--- config.mk ---
export PLATFORM = sky130hd
export DESIGN_NAME = sdram_req_splitter
export DESIGN_NICKNAME = d
export VERILOG_FILES = /design/src/rtl/sdram_req_splitter.sv
export SDC_FILE = /design/constraint.sdc
export NUM_CORES = 1
export LEC_CHECK = 0
export ABC_CLOCK_PERIOD_IN_PS = 7100
export CORE_ASPECT_RATIO = 1.5
export CORE_MARGIN = 1.5
export CORE_UTILIZATION = 32
export CTS_CLUSTER_DIAMETER = 80
export DETAILED_ROUTE_END_ITERATION = 16
export PLACE_DENSITY = 0.51
export SKIP_LAST_GASP = 1
export SLEW_MARGIN = 40
export SYNTH_ARGS = -nofsm -noshare
export SYNTH_HDL_FRONTEND = slang
export SYNTH_SLANG_ARGS = --single-unit
--- constraint.sdc ---
create_clock -name clk -period 7.1 [get_ports clk]
set_input_delay 1.42 -clock clk [delete_from_list [all_inputs] [get_ports clk]]
set_output_delay 1.42 -clock clk [all_outputs]
set_load 0.01 [all_outputs]
--- src/rtl/sdram_req_splitter.sv ---
// Splits a user transfer into burst-aligned SDRAM commands, queues them for the
// controller and reports completion once every issued read has returned.
package sdram_pkg;
   localparam int unsigned ADDR_WIDTH = 24;
   localparam logic WRITE_CMD = 1'b1;
   localparam logic READ_CMD  = 1'b0;

   typedef struct packed {
      logic [ADDR_WIDTH-1:0] addr;
      logic                  rw;
      logic                  auto_precharge_en;
   } sdram_cmd_t;
endpackage

module sdram_req_splitter #(
   parameter int unsigned ADDR_WIDTH = 24,
   parameter int unsigned BURST_LEN  = 8,
   parameter int unsigned LEN_WIDTH  = 16,
   parameter int unsigned FIFO_DEPTH = 4
) (
   input  logic                   clk,
   input  logic                   rstn,
   input  logic                   req_valid,
   output logic                   req_ready,
   input  logic [ADDR_WIDTH-1:0]  req_addr,
   input  logic [LEN_WIDTH-1:0]   req_len,
   input  logic                   req_rw,
   output logic                   cmd_fifo_valid,
   input  logic                   cmd_fifo_ready,
   output sdram_pkg::sdram_cmd_t  cmd_fifo_data,
   input  logic                   resp_valid,
   input  logic                   resp_ready,
   input  logic                   resp_last,
   output logic                   busy,
   output logic                   done
);

   localparam int unsigned PTR_W = $clog2(FIFO_DEPTH);
   localparam logic [ADDR_WIDTH-1:0] ALIGN_MASK = ~ADDR_WIDTH'(BURST_LEN - 1);
   localparam logic [ADDR_WIDTH-1:0] ADDR_STEP  = ADDR_WIDTH'(BURST_LEN);
   localparam logic [PTR_W:0]        FULL_CNT   = (PTR_W+1)'(FIFO_DEPTH);

   typedef enum logic [1:0] {
      S_IDLE,
      S_GEN,
      S_WAIT
   } state_t;

   state_t                  state_q, state_d;
   logic [ADDR_WIDTH-1:0]   base_q, base_d;
   logic [LEN_WIDTH-1:0]    remaining_q, remaining_d;
   logic                    rw_q, rw_d;
   logic                    done_q, done_d;
   sdram_pkg::sdram_cmd_t   mem_q [FIFO_DEPTH];
   sdram_pkg::sdram_cmd_t   mem_d [FIFO_DEPTH];
   logic [PTR_W-1:0]        wr_ptr_q, wr_ptr_d;
   logic [PTR_W-1:0]        rd_ptr_q, rd_ptr_d;
   logic [PTR_W:0]          count_q, count_d;
   logic [LEN_WIDTH:0]      rd_pending_q, rd_pending_d;

   sdram_pkg::sdram_cmd_t   push_cmd;
   logic                    push, pop, rd_inc, rd_dec;

   assign req_ready      = (state_q == S_IDLE);
   assign busy           = (state_q != S_IDLE);
   assign cmd_fifo_valid = (count_q != '0);
   assign cmd_fifo_data  = mem_q[rd_ptr_q];
   assign done           = done_q;

   always_comb begin
      state_d      = state_q;
      base_d       = base_q;
      remaining_d  = remaining_q;
      rw_d         = rw_q;
      done_d       = 1'b0;
      mem_d        = mem_q;
      wr_ptr_d     = wr_ptr_q;
      rd_ptr_d     = rd_ptr_q;
      count_d      = count_q;
      rd_pending_d = rd_pending_q;
      push         = 1'b0;
      pop          = cmd_fifo_valid & cmd_fifo_ready;

      push_cmd                   = '0;
      push_cmd.addr              = base_q;
      push_cmd.rw                = rw_q;
      push_cmd.auto_precharge_en = 1'b1;

      case (state_q)
         S_IDLE: begin
            if (req_valid) begin
               base_d      = req_addr & ALIGN_MASK;
               remaining_d = req_len;
               rw_d        = req_rw;
               state_d     = (req_len != '0) ? S_GEN : S_WAIT;
            end
         end
         S_GEN: begin
            // Fullness is judged before this cycle's pop, so a full queue always stalls.
            if (count_q != FULL_CNT) begin
               push        = 1'b1;
               base_d      = base_q + ADDR_STEP;
               remaining_d = remaining_q - LEN_WIDTH'(1);
               if (remaining_q == LEN_WIDTH'(1)) state_d = S_WAIT;
            end
         end
         S_WAIT: begin
            if (count_q == '0 && rd_pending_q == '0) begin
               done_d  = 1'b1;
               state_d = S_IDLE;
            end
         end
         default: state_d = S_IDLE;
      endcase

      if (push) begin
         mem_d[wr_ptr_q] = push_cmd;
         wr_ptr_d        = wr_ptr_q + PTR_W'(1);
      end
      if (pop) rd_ptr_d = rd_ptr_q + PTR_W'(1);
      case ({push, pop})
         2'b10:   count_d = count_q + (PTR_W+1)'(1);
         2'b01:   count_d = count_q - (PTR_W+1)'(1);
         default: count_d = count_q;
      endcase

      rd_inc = pop & (mem_q[rd_ptr_q].rw == sdram_pkg::READ_CMD);
      rd_dec = resp_valid & resp_ready & resp_last;
      if (rd_inc && !rd_dec)
         rd_pending_d = rd_pending_q + (LEN_WIDTH+1)'(1);
      else if (!rd_inc && rd_dec && rd_pending_q != '0)
         rd_pending_d = rd_pending_q - (LEN_WIDTH+1)'(1);
   end

   always_ff @(posedge clk or negedge rstn) begin
      if (!rstn) begin
         state_q      <= S_IDLE;
         base_q       <= '0;
         remaining_q  <= '0;
         rw_q         <= 1'b0;
         done_q       <= 1'b0;
         mem_q        <= '{default: '0};
         wr_ptr_q     <= '0;
         rd_ptr_q     <= '0;
         count_q      <= '0;
         rd_pending_q <= '0;
      end else begin
         state_q      <= state_d;
         base_q       <= base_d;
         remaining_q  <= remaining_d;
         rw_q         <= rw_d;
         done_q       <= done_d;
         mem_q        <= mem_d;
         wr_ptr_q     <= wr_ptr_d;
         rd_ptr_q     <= rd_ptr_d;
         count_q      <= count_d;
         rd_pending_q <= rd_pending_d;
      end
   end

endmodule

==> results of run 1 <==
[power breakdown]
part / total (mW) / switching (mW) / internal [mW]
combinational: 2.54 / 1.22 / 1.31
sequential: 1.74 / 0.403 / 1.34
clock: 0.920 / 0.393 / 0.527
[sequential cells by signal, indices dropped and copies added (netlist names)]
signal,count
wr_ptr_q,2
state_q,2
mem_q,92
base_q,21
remaining_q,16
rd_pending_q,17
count_q,3
done,1
rw_q,1
rd_ptr_q,2
[cells by family after synthesis]
| logic type | synth area share (%) |
|---|---|
| flip-flops | 47.5 |
| other | 0.0453 |
| buffers and inverters | 3.34 |
| AND/OR/NAND/NOR | 11.7 |
| XOR/XNOR | 1.48 |
| AO/OA/AOI/OAI | 13.7 |
| multiplexers | 18.3 |
| adder cells (fa/ha/maj) | 3.96 |
[cell usage in the layout, fill, tap and decap left out, types with 6 or more instances in the layout]
cell type	Yosys	routed
a211oi_1	6	6
a21o_1	8	8
a21oi_1	55	54
a21oi_2	6	7
a31oi_1	8	8
and3_1	7	7
buf_4	3	10
clkbuf_16	0	17
clkdlybuf4s50_1	0	70
dfrtp_1	157	156
ha_1	23	23
inv_1	18	18
inv_6	0	6
mux2_2	81	81
mux4_2	23	23
nand2_1	58	58
nand2b_1	8	8
nand3_1	16	16
nand4_1	7	7
nor2_1	52	52
nor3_1	12	12
nor4_1	11	11
o21ai_0	40	40
o22a_1	7	7
o22ai_1	12	12
xnor2_1	9	9
[layout make-up]
class | instances | area share (%)
Sequential cell | 157 | 39.6
Tap cell | 328 | 4.13
Multi-Input combinational cell | 534 | 41.2
Clock inverter | 13 | 1.55
Clock buffer | 19 | 4.36
Timing Repair Buffer | 83 | 8.44
Inverter | 18 | 0.680
[worst max-delay path by stage]
stage                               from                      endpoint  slack (ns)
final                     cmd_fifo_ready  rd_pending_q[13]$_DFFE_PN0P_        2.62
after global routing      cmd_fifo_ready  rd_pending_q[13]$_DFFE_PN0P_        2.32
after CTS                 cmd_fifo_ready  rd_pending_q[13]$_DFFE_PN0P_        2.67
after detailed placement  cmd_fifo_ready  rd_pending_q[13]$_DFFE_PN0P_        2.24
after global placement    cmd_fifo_ready  rd_pending_q[13]$_DFFE_PN0P_        2.25
after floorplan           cmd_fifo_ready  rd_pending_q[15]$_DFFE_PN0P_        3.23
[routing by layer]
metal	vias up	wire (µm)	global-route usage (%)
met5	-	0	0
met4	0	251	5.02
met3	20	515	2.75
met2	82	10800	28.4
met1	2943	8650	19.0
li1	2885	-	-
[critical path, cell delays in order]
cell             delay [ns]
clkdlybuf4s50_1        0.51
o31a_1                 0.31
nand2b_4               0.09
nor2_4                 0.16
inv_1                  0.31
ha_1                   0.46
o21ai_0                0.11
o21ai_0                0.43
nand4_1                0.23
a21boi_0               0.46
nor4_1                 0.10
a211oi_1               0.21
==> reports/qor.txt, run 1 <==
Run status - finished, final reports clean
Mapped Area - 8280 µm²
Leak - 4.08 nW
ANT nets after route - 0
Nets - 884
Cts bufs inserted - 17
CTS tree - built
First-pass GRT wire length - 32700 µm
Worst slack, placed - 2.24 ns
Synth cell count leaders - dfrtp_1 (157), mux2_2 (81), nand2_1 (58), a21oi_1 (55), nor2_1 (52)
Worst setup path class - input port to register
Vias per inst - 5.15
H-tree depth - 4
Worst Max-Slew Pin Slew - 0.774 ns
Cells after DPL - 1118
Worst Path Required - 7.42 ns
EDFF count, synth - 0
Synth area leaders - dfrtp_1 (47%), mux2_2 (11%), mux4_2 (6.3%)
Total power - 5.20 mW
Post-cts sizing count - 0
WL/cell - 17.5 µm
Syn. warnings - 0
Die area - 26900 µm²
Port Buf Inserts - 71
Share of cells above drive strength 1 - 20.8%
# setup viols final - 0
Bufs on Longest Clock Path - 2
Root buf cell - clkbuf_16
Reg2Reg Setup Slack - 2.96 ns
Most common cell in the netlist - dfrtp_1
Hold Slack - 0.469 ns
WHS Path Cells - 1
Antenna diode count - 0
Asr flop ratio synth - 100%
DR DRC count - 0
Postcts setup bufs - 0
FF-to-FF path depth - 11
Hold/Removal Path Class - register to register
FF-to-FF Start - rd_ptr_q[0]$_DFFE_PN0P_
Hold Vio Cnt, Final - 0
Final wirelength - 20200 µm
Fin worst setup slack - 2.62 ns
#FFs+latches synth - 157
Most used flip-flop cell after synthesis - dfrtp_1
Maximum clock frequency - 223 MHz
Initial antenna violation count - 0
Final HPWL DP - 13900 µm
Multi-input gate area - 4100 µm²
Part of the cycle the worst path needs - 63.1%
Initial Util - 32.8%
Area delta synth->final - 20.0%
PD cells - 524 nW/µm²
Synth top area share - 47.5%
Data arrival time of the critical path - 4.80 ns
Unrepaired setup endpoints after global routing - no
Chip width - 134 µm
Global Route Usage Sum - 15.7%
Avg Synthesized Cell Area - 11.0 µm²
Vias - 5930
Sequential cell area fraction in the yosys report - 47.5%
VDD IR max - 0.268 mV
Core area - 25200 µm²
Clk slew on worst S/H paths - 0.06 ns
Hold path startpoint - mem_q[0]$_DFFE_PN0P_
RR Endpoint - rd_pending_q[13]$_DFFE_PN0P_
Netlist cell types - 66
Finished Layout Cells - 1152
Vias in the first global route - 6035
Max-slew violations - 0
DP Area - 9300 µm²
Filler cell count - 2505
Final clock skew - 0.0144 ns
Min Tclk post-route - 4.48 ns
CP Capture Type - register
# IOs - 78
Max-Cap Viols - 0
Clk_lat worst skew - 0.43 ns
CP Launch Type - input port
Largest net degree at the start of global routing - 104
# rows - 71
Final Util - 39.4%
Fin area - 9930 µm²
Slew margin rel. - 48.4%
Setup TNS - 0 ns
Hold EP - mem_q[0]$_DFFE_PN0P_
Yosys top cell by area - dfrtp_1
Die H - 200 µm
Initial DRT Pass Iterations - 4
Crit-path max FO - 15
Register area - 3930 µm²
Overflow after GRT - 0
Post-synthesis cell count - 750
GPL Wtd Cong - 0.816
Hold Buf Count CTS - 0
Number of DRC markers in iteration 0 - 231
Clock Sink Count - 157
No activity file was read; power rests on OpenSTA's default activity.
==> run 2, diff against run 1 <==
--- a/config.mk
+++ b/config.mk
@@ -5,7 +5,7 @@
 export SDC_FILE = /design/constraint.sdc
 export NUM_CORES = 1
 export LEC_CHECK = 0
-export ABC_CLOCK_PERIOD_IN_PS = 7100
+export ABC_CLOCK_PERIOD_IN_PS = 4600
 export CORE_ASPECT_RATIO = 1.5
 export CORE_MARGIN = 1.5
 export CORE_UTILIZATION = 32
==> constraint.sdc (replaced) <==
create_clock -name clk -period 4.6 [get_ports clk]
set_input_delay 0.92 -clock clk [delete_from_list [all_inputs] [get_ports clk]]
set_output_delay 0.92 -clock clk [all_outputs]
set_load 0.01 [all_outputs]
==> reports/qor.txt, run 2 (synthesized netlist as in run 1, its figures left out) <==
Unrepaired setup endpoints after global routing - no
Min Tclk post-route - 3.79 ns
Clk slew on worst S/H paths - 0.06 ns
First-pass GRT wire length - 33400 µm
Initial Util - 32.8%
Clk pwr share - 16.9%
Initial antenna violation count - 0
GPL Wtd Cong - 0.803
Bufs on Longest Clock Path - 2
Antenna diode count - 0
CP Buf/Inv Count - 2
Reg2Reg Setup Slack - 1.07 ns
CP Launch Type - input port
Port Buf Inserts - 71
# setup viols final - 0
Largest Register - mem_q
Internal power - 4.87 mW
Maximum clock frequency - 264 MHz
Vias - 6027
Combinational group share of total power - 50.2%
Setup TNS - 0 ns
ANT nets after route - 0
Number of DRC markers in iteration 0 - 227
Max FFs per register - 92
Max-slew violations - 0
Most common cell after layout, fill and taps aside - dfrtp_1
Largest net degree at the start of global routing - 53
Clock Sink Count - 157
Data arrival time of the critical path - 4.12 ns
Chip width - 134 µm
Crit-path max FO - 15
Hold Buf Count CTS - 0
Biggest regs - mem_q: 92 flops, base_q: 21 flops, rd_pending_q: 17 flops
# rows - 71
CTS tree - built
Top delay family on crit path - compound AO/OA/AOI/OAI gates
Max-Cap Viols - 0
Root buf cell - clkbuf_16
Hold/Removal Path Class - input port to async pin
CP Capture Type - register
Final clock skew - 0.00751 ns
Area delta synth->final - 19.4%
Post-cts sizing count - 0
Slew margin rel. - 51.2%
Highest-count cells in the layout ignoring fill and taps - dfrtp_1 (156), mux2_2 (81), clkdlybuf4s50_1 (70)
Vias in the first global route - 6071
Nets - 886
PD cells - 810 nW/µm²
Final HPWL DP - 14400 µm
Vias per inst - 5.23
# IOs - 78
Worst Max-Slew Pin Slew - 0.730 ns
VDD IR max - 0.413 mV
NetSw - 3.14 mW
Crit-path cells - clkdlybuf4s50_1, o31a_1, nand2b_4, nor2_4, inv_1, ha_1, o21ai_0, o21ai_0, nand4_1, a21boi_0, nor4_1, a211oi_1
Worst setup path class - input port to register
DR DRC count - 0
WL/cell - 17.9 µm
Overflow after GRT - 0
Postcts setup bufs - 0
Hold Vio Cnt, Final - 0
Max stage delay cell, worst path - clkdlybuf4s50_1
Cts bufs inserted - 17
Filler cell count - 2546
Core area - 25200 µm²
Initial DRT Pass Iterations - 5
Sequential share of power - 32.9%
Die area - 26900 µm²
Share of cells above drive strength 1 - 21.3%
H-tree depth - 4
Part of the cycle the worst path needs - 82.3%
Die H - 200 µm
Run status - finished, final reports clean
Final wirelength - 20700 µm
Switch share - 39.2%
Worst Path Required - 4.93 ns
Most frequent cell on the critical path - o21ai_0
Total power - 8.00 mW
Leak - 4.08 nW
Clk_lat worst skew - 0.43 ns
Global Route Usage Sum - 16.1%
CP max stage delay - 0.50 ns
run 2: path summary, 6_finish.rpt:
kind / startpoint / to / depth (start not counted)
setup reg to reg: rd_ptr_q[0]$_DFFE_PN0P_ / rd_pending_q[13]$_DFFE_PN0P_ / 11
min in group clk: mem_q[78]$_DFFE_PN0P_ / mem_q[78]$_DFFE_PN0P_ / 1
hold / removal: rstn / rd_pending_q[5]$_DFFE_PN0P_ / 1
hold reg to reg: mem_q[78]$_DFFE_PN0P_ / mem_q[78]$_DFFE_PN0P_ / 1
setup / recovery: cmd_fifo_ready / rd_pending_q[13]$_DFFE_PN0P_ / 12
max in group asynchronous: rstn / remaining_q[0]$_DFFE_PN0P_ / 2
run 2: area by class of cell:
type / instances / area (µm²) / area share [%]
Clock buffer: 19 / 443 / 4.48
Clock inverter: 12 / 113 / 1.14
Inverter: 18 / 67.6 / 0.684
Multi-Input combinational cell: 534 / 4100 / 41.5
Sequential cell: 157 / 3930 / 39.8
Tap cell: 328 / 410 / 4.15
Timing Repair Buffer: 85 / 817 / 8.27
run 2: power groups by stage:
stage          clock, mW  combinational (mW)  sequential (mW)
5_1_grt             1.45                4.42             2.75
4_1_cts             1.39                4.08             2.64
3_3_place_gp           0                4.01             2.65
3_5_place_dp           0                4.06             2.67
2_1_floorplan          0                3.01             2.42
6_report            1.35                4.02             2.63
run 2: layer usage:
metal / global-route usage (%) / part of all wire, %
met1: 19.8 / 44
met3: 2.50 / 2.3
met5: 0 / 0
met4: 5.10 / 1.5
met2: 28.9 / 52
run 2: stage by stage:
step	utilization (%)	instances	hold WS (ns)	area, µm²	setup WS (ns)
finish	39.2	1153	0.449	9880	0.814
global route	39.2	1153	0.480	9880	0.595
CTS	39.2	1153	0.464	9880	0.776
detailed placement	37.0	1122	0.448	9330	0.363
global placement	36.9	1122	0.446	9320	0.373
floorplan	-	752	0.429	8290	1.23
==> run 3, diff against run 2 <==
--- a/config.mk
+++ b/config.mk
@@ -5,13 +5,13 @@
 export SDC_FILE = /design/constraint.sdc
 export NUM_CORES = 1
 export LEC_CHECK = 0
-export ABC_CLOCK_PERIOD_IN_PS = 4600
+export ABC_CLOCK_PERIOD_IN_PS = 3300
 export CORE_ASPECT_RATIO = 1.5
 export CORE_MARGIN = 1.5
 export CORE_UTILIZATION = 32
 export CTS_CLUSTER_DIAMETER = 80
 export DETAILED_ROUTE_END_ITERATION = 16
-export PLACE_DENSITY = 0.51
+export PLACE_DENSITY = 0.52
 export SKIP_LAST_GASP = 1
 export SLEW_MARGIN = 40
 export SYNTH_ARGS = -nofsm -noshare
==> constraint.sdc (replaced) <==
create_clock -name clk -period 3.3 [get_ports clk]
set_input_delay 0.66 -clock clk [delete_from_list [all_inputs] [get_ports clk]]
set_output_delay 0.66 -clock clk [all_outputs]
set_load 0.01 [all_outputs]
==> reports/qor.txt, run 3 (synthesized netlist as in run 1, its figures left out) <==
Max FFs per register - 92
Initial Util - 32.8%
Die area - 26900 µm²
Slew margin rel. - 43.2%
VDD IR max - 0.551 mV
Clock Sink Count - 157
Bufs on Longest Clock Path - 2
Cts bufs inserted - 17
Biggest regs - mem_q: 92 flops, base_q: 21 flops, rd_pending_q: 17 flops
Fin worst setup slack - 0.0940 ns
CTS tree - built
Final Util - 41.6%
Vias per inst - 5.14
Die H - 200 µm
Worst Path Required - 3.62 ns
Port Buf Inserts - 71
PD cells - 1170 nW/µm²
Worst setup path class - register to register
WL/cell - 17.5 µm
Met2 Resource Use GR - 29.0%
Initial DRT Pass Iterations - 4
Largest net degree at the start of global routing - 71
Setup TNS - 0 ns
Met1 GRT Util - 19.7%
Final wirelength - 21000 µm
Max-Cap Viols - 0
Highest-count cells in the layout ignoring fill and taps - dfrtp_1 (156), mux2_2 (81), clkdlybuf4s50_1 (70)
Max-slew violations - 0
Total power - 12.2 mW
Part of the cycle the worst path needs - 97.2%
Maximum clock frequency - 312 MHz
Vias - 6176
Share of cells above drive strength 1 - 26.6%
Final clock skew - 0.00685 ns
Antenna diode count - 0
DR DRC count - 0
Root buf cell - clkbuf_16
Nets - 933
Worst slack, placed - -0.310 ns
Largest Register - mem_q
Unrepaired setup endpoints after global routing - yes
# IOs - 78
Hold Vio Cnt, Final - 0
Most used routing layer - met2
Met3 global-route usage - 2.95%
Area delta synth->final - 26.7%
Leak - 4.35 nW
Hold Slack - 0.226 ns
Core area - 25200 µm²
First-pass GRT wire length - 33700 µm
Clk slew on worst S/H paths - 0.07 ns
Overflow after GRT - 0
H-tree depth - 4
Clk_lat worst skew - 0.43 ns
Global Route Usage Sum - 16.3%
Vias in the first global route - 6281
Crit-path max FO - 4
Min Tclk post-route - 3.21 ns
Final HPWL DP - 14900 µm
Initial antenna violation count - 0
Chip width - 134 µm
Run status - finished, final reports clean
CP Launch Type - register
Hold/Removal Path Class - input port to async pin
# setup viols final - 0
GPL Wtd Cong - 0.838
Worst Max-Slew Pin Slew - 0.850 ns
Hold Buf Count CTS - 0
Most common cell after layout, fill and taps aside - dfrtp_1
Data arrival time of the critical path - 3.52 ns
Number of DRC markers in iteration 0 - 232
# rows - 71
CP Capture Type - register
ANT nets after route - 0
[run 3: cell count changes in the layout (fill, tap and decap cells not counted), moves of 2 or more]
| cell | previous run | this run |
|---|---|---|
| buf_4 | 14 | 54 |
| buf_12 | 0 | 6 |
| ha_1 | 23 | 17 |
| ha_4 | 0 | 6 |
| clkinvlp_4 | 2 | 6 |
| a211oi_1 | 6 | 3 |
| a211oi_2 | 0 | 3 |
| bufinv_16 | 1 | 4 |
| nand2_1 | 55 | 58 |
| nand2_2 | 3 | 0 |
| clkinv_2 | 3 | 1 |
| inv_6 | 4 | 2 |
| o21ai_0 | 40 | 38 |
| o21ai_1 | 4 | 6 |
[run 3: critical path, cell delays in order, from the launching register on]
cell	delay (ns)
dfrtp_2	0.38
mux4_2	0.52
nand2b_4	0.17
nor2_4	0.15
clkinvlp_4	0.15
buf_12	0.16
ha_4	0.21
and4_4	0.19
a221o_1	0.37
a31oi_4	0.20
a21oi_2	0.08
or3_1	0.30
a31o_1	0.21
[run 3: worst paths after layout]
path                                    startpoint                            to  slack, ns  cells after the start
min reg2reg                  mem_q[78]$_DFFE_PN0P_         mem_q[78]$_DFFE_PN0P_       0.47                      1
max                        rd_ptr_q[0]$_DFFE_PN0P_  rd_pending_q[15]$_DFFE_PN0P_       0.09                     12
max reg2reg                rd_ptr_q[0]$_DFFE_PN0P_  rd_pending_q[15]$_DFFE_PN0P_       0.09                     12
min in group clk             mem_q[78]$_DFFE_PN0P_         mem_q[78]$_DFFE_PN0P_       0.47                      1
min                                           rstn   rd_pending_q[2]$_DFFE_PN0P_       0.23                      1
max in group asynchronous                     rstn   remaining_q[12]$_DFFE_PN0P_       2.33                      2
[run 3: report_power, final]
group / switching (mW) / internal, mW / leakage (nW)
clock network: 0.828 / 1.27 / 0.290
logic: 2.98 / 3.46 / 2.20
registers: 0.798 / 2.88 / 1.86
total: 4.60 / 7.61 / 4.35
[run 3: layout make-up]
type	count	area (µm²)
clock buffers	19	433
clock inverters	13	190
fillers	2465	14700
inverters	18	71.3
multi-input cells	534	4210
flip-flops and latches	157	3930
well taps	328	410
repair buffers	131	1240
repair inverters	1	7.51
[run 3: per-stage QoR]
| stage | std cells | area, µm² |
|---|---|---|
| 3_3_place_gp | 1163 | 9680 |
| 2_1_floorplan | 752 | 8290 |
| 6_report | 1201 | 10500 |
| 5_1_grt | 1201 | 10500 |
| 4_1_cts | 1199 | 10400 |
| 3_5_place_dp | 1163 | 9680 |
[run 3: timing repair]
| action | CTS | global route |
|---|---|---|
| endpoints found under the setup margin | 1 | 7 |
| setup buffers | 3 | 2 |
| pin swaps | 1 | 10 |
| cloned | 1 | 0 |
| resized for setup | 7 | 11 |
[run 3: metal layers]
| layer | up-vias | share of wire [%] |
|---|---|---|
| li1 | 2972 | - |
| met4 | 0 | 2.4 |
| met2 | 123 | 51 |
| met3 | 30 | 2.9 |
| met1 | 3051 | 43 |
| met5 | - | 0 |
==> variant 1 (settings of run 3) <==
Reset style: synchronous (`rstn`), changed in one clocked block.
--- a/src/rtl/sdram_req_splitter.sv
+++ b/src/rtl/sdram_req_splitter.sv
@@ -132,7 +132,7 @@
          rd_pending_d = rd_pending_q - (LEN_WIDTH+1)'(1);
    end
 
-   always_ff @(posedge clk or negedge rstn) begin
+   always_ff @(posedge clk) begin
       if (!rstn) begin
          state_q      <= S_IDLE;
          base_q       <= '0;
Behaviour: differs if rstn is asserted again (counterexample within 4 cycles, from zero or initial values and one cycle with rstn low); with rstn held inactive, the same outputs for 4 cycles.
==> variant 1 against run 3 <==
Power fell by 32%; clock skew increased by 1.2 ps; final area fell by 3.1%; combinational power decreased by 39%; worst setup slack worse by 7.9 ps; routed wire length increased by 16%; sequential power is 35% lower; area after synthesis decreased by 3.0%; sequential cell count did not move.
==> variant 1: results <==
[global_route]
grt_pass1_wl_um = 39300
grt_util_met1_pct = 22.4
grt_usage_pct = 19.2
antenna_found_initial = 1
use_met2_pct = 34.6
grt_max_degree = 60
grtUsageMet3_pct = 3.09
grt_pass1_vias = 7352

[routing]
wl_met2_um = 12500
route.detailed.wl_per_inst_um = 17.0
met1Wirelength_um = 10400
vias = 7483
wl_met3_um = 777
post_drt_via_cell_ratio = 5.21
drt_iter0_drc = 431
drtPass1Iterations = 5

[yosys]
synth_async_sr_flop_share_pct = 0
synth_area_leaders = dfxtp_1, nand2_1, a21oi_1
syn_avg_cell_area_um2 = 7.83
netlist_top_cells_count = nand2_1, dfxtp_1, a21oi_1

[placement]
placed_area_um2 = 9390
dpl.hpwl_um = 16400
dp.cells = 1398
gp_congestion = 0.824
pre_cts_ws_ps = -371

[cells_and_area]
top_regs = mem_q (92), base_q (21), rd_pending_q (17)
fill_cells = 2569
drive_gt1_share_pct = 14.2
nets = 1171

[clock_tree]
cts.reportedPaths.clkPinSlew_ps = 70
cts_resized = 13
clk_latency_ps = 440
postCtsSetupBuffers = 4

[power]
ir_worst_vdd_uv = 474
p_leak_nw = 3.64
pwr-share-seq_pct = 28.6
p_seq_mw = 2.39
p_int_mw = 5.17
clk-power_mw = 2.05

[setup_path]
ff2ff_path_depth = 10
cp.arrival_ps = 3590
cp_top_family = simple AND/OR/NAND/NOR gates
regToRegStartpoint = rd_ptr_q[0]
r2r-end = rd_pending_q[15]

[sta]
fin_worst_skew_ps = 8.03
hold_slack_ps = 453
relSlewSlack_pct = 50.7

[worst_hold_path]
hp-start = mem_q[71]
min_path_type = flip-flop to flip-flop

[status]
status = completed
variant 1: cell types whose count changed in the layout (fill, tap and decap cells not counted), sizes merged, moves of 8 or more:
cell / run 3 / this run
nand2: 58 / 235
dfrtp: 157 / 0
dfxtp: 0 / 157
a21oi: 61 / 152
mux2: 85 / 0
nor2: 57 / 73
inv: 19 / 30
and2: 3 / 12
a211oi: 6 / 14
variant 1: worst max path at each step:
| stage | from | endpoint | cells after the start | slack [ps] |
|---|---|---|---|---|
| 2_1_floorplan | rd_ptr_q[0] | rd_pending_q[15] | 12 | 10 |
| 3_3_place_gp | cmd_fifo_ready | rd_pending_q[13] | 12 | -350 |
| 3_5_place_dp | cmd_fifo_ready | rd_pending_q[13] | 12 | -370 |
| 4_1_cts | rd_ptr_q[0] | rd_pending_q[15] | 11 | 6 |
| 5_1_grt | rd_ptr_q[0] | rd_pending_q[15] | 10 | -20 |
| 6_report | rd_ptr_q[0] | rd_pending_q[15] | 10 | 90 |
variant 1: area by class of cell:
| type | count | area, um2 | area share (%) |
|---|---|---|---|
| well taps | 324 | 405 | 3.99 |
| inverters | 21 | 81.3 | 0.800 |
| clock buffers | 17 | 425 | 4.19 |
| diodes | 1 | 2.50 | 0.0246 |
| clock inverters | 15 | 178 | 1.75 |
| flip-flops and latches | 157 | 3140 | 30.9 |
| repair buffers | 137 | 1280 | 12.6 |
| multi-input cells | 764 | 4650 | 45.8 |
variant 1: logic make-up after synthesis:
| logic type | Yosys count | synth area share, % |
|---|---|---|
| fa+ha+maj | 25 | 4.08 |
| buf+inv | 106 | 5.31 |
| other cells | 1 | 0.0467 |
| flops | 157 | 39.1 |
| simple gates | 424 | 23.2 |
| xor+xnor | 11 | 1.20 |
| mux | 26 | 6.87 |
| compound gates | 275 | 20.2 |
==> variant 2 (settings of run 3) <==
Made on the original files. Set the parameter `FIFO_DEPTH` to 8 (it was 4).
--- a/src/rtl/sdram_req_splitter.sv
+++ b/src/rtl/sdram_req_splitter.sv
@@ -16,7 +16,7 @@
    parameter int unsigned ADDR_WIDTH = 24,
    parameter int unsigned BURST_LEN  = 8,
    parameter int unsigned LEN_WIDTH  = 16,
-   parameter int unsigned FIFO_DEPTH = 4
+   parameter int unsigned FIFO_DEPTH = 8
 ) (
    input  logic                   clk,
    input  logic                   rstn,
Check against the original RTL: same outputs for any inputs over 4 cycles, from zero or initial values and one cycle with rstn low; that may be too few to reach the edited logic, so the function may still have changed.
==> variant 2 against run 3 <==
Routed wire length up 53%; register-to-register slack got worse by 40 ps; clock skew is 5.6 ps higher; critical path type is now flip-flop to primary output; the flow now finishes with violations (design-rule violations); area after synthesis up 55%; count of clock-buffer cells in the layout is 20 higher; die area up 54%; utilization fell by 2.1 points; largest power group unchanged; worst setup slack got worse by 87 ps; power increased by 12%; sequential cell count up 95; final area rose by 49%; critical endpoint is now cmd_fifo_data[1].
==> variant 2: results <==
[status]
status = finished with violations
violations = design-rule violations

[yosys]
syn_avg_cell_area_um2 = 12.4
synth_cell_types = 75
synth_area_leaders = dfrtp_1, mux2_2, mux4_2
synth_mux_area_share_pct = 25.5
netlist_top_cells_count = dfrtp_1, mux2_2, nor2_1
synthXorXnorAreaFrac_pct = 1.50
synth_seq_cells = 252

[clock_tree]
clk_latency_ps = 550
clockBufferDepth = 3
h-tree-depth = 1
cts_buffers = 27
cts_resized = 5

[cells_and_area]
inverters = 16
comb.multi_input.count = 694
final_area_um2 = 15600
top_regs = mem_q (184), base_q (21), rd_pending_q (17)
multi_input_area_share_pct = 39.8
clock_area_share_pct = 6.08
num-nonclk-buffers = 136
layout.nonclk_buf_share_pct = 9.28
nets = 1200
fill_cells = 3758

[power]
ir_worst_vdd_uv = 411
p_leak_nw = 6.93
p_comb_mw = 5.86
swShare_pct = 34.9

[routing]
highest_layer = met5
post_drt_via_cell_ratio = 5.18
wl_met3_um = 1090
vias = 8537
drt_iter0_drc = 341
met1Wirelength_um = 13600
drc = 3
route.detailed.wl_per_inst_um = 19.5
drtPass1Iterations = 10

[sta]
fin_worst_skew_ps = 12.5

[global_route]
grtUsageMet3_pct = 2.28
use_met2_pct = 27.9
grt_pass1_vias = 8958
grt_max_degree = 73
grt_pass1_wl_um = 51400
antenna_found_initial = 4
grt_usage_pct = 15.8

[setup_path]
cp_top_family = buffers and inverters
cp.arrival_ps = 2630

[placement]
gp_congestion = 0.839
pre_cts_ws_ps = -66.6

[die]
core_um2 = 39500
-- variant 2: cell types whose count changed after synthesis, moves of 6 or more --
| cell | delta |
|---|---|
| dfrtp_1 | +95 |
| mux2_2 | +93 |
| mux2_1 | +17 |
| mux4_2 | +17 |
| clkbuf_1 | +12 |
| buf_1 | +10 |
| buf_4 | +10 |
| o21ai_0 | +10 |
| nor2_1 | +9 |
| xor2_1 | +7 |
| a31oi_1 | +6 |
-- variant 2: final timing paths --
| path | from | end | slack [ps] | cells past startpoint |
|---|---|---|---|---|
| worst min register to register | mem_q[182] | mem_q[182] | 460 | 1 |
| worst max register to register | rd_ptr_q[0] | rd_pending_q[13] | 50 | 12 |
| worst max-delay path | rd_ptr_q[0] | cmd_fifo_data[1] | 7 | 6 |
| min in group clk | mem_q[182] | mem_q[182] | 460 | 1 |
| worst min-delay path | rstn | mem_q[127] | 30 | 1 |
| max in group asynchronous | rstn | rd_ptr_q[1] | 2430 | 2 |
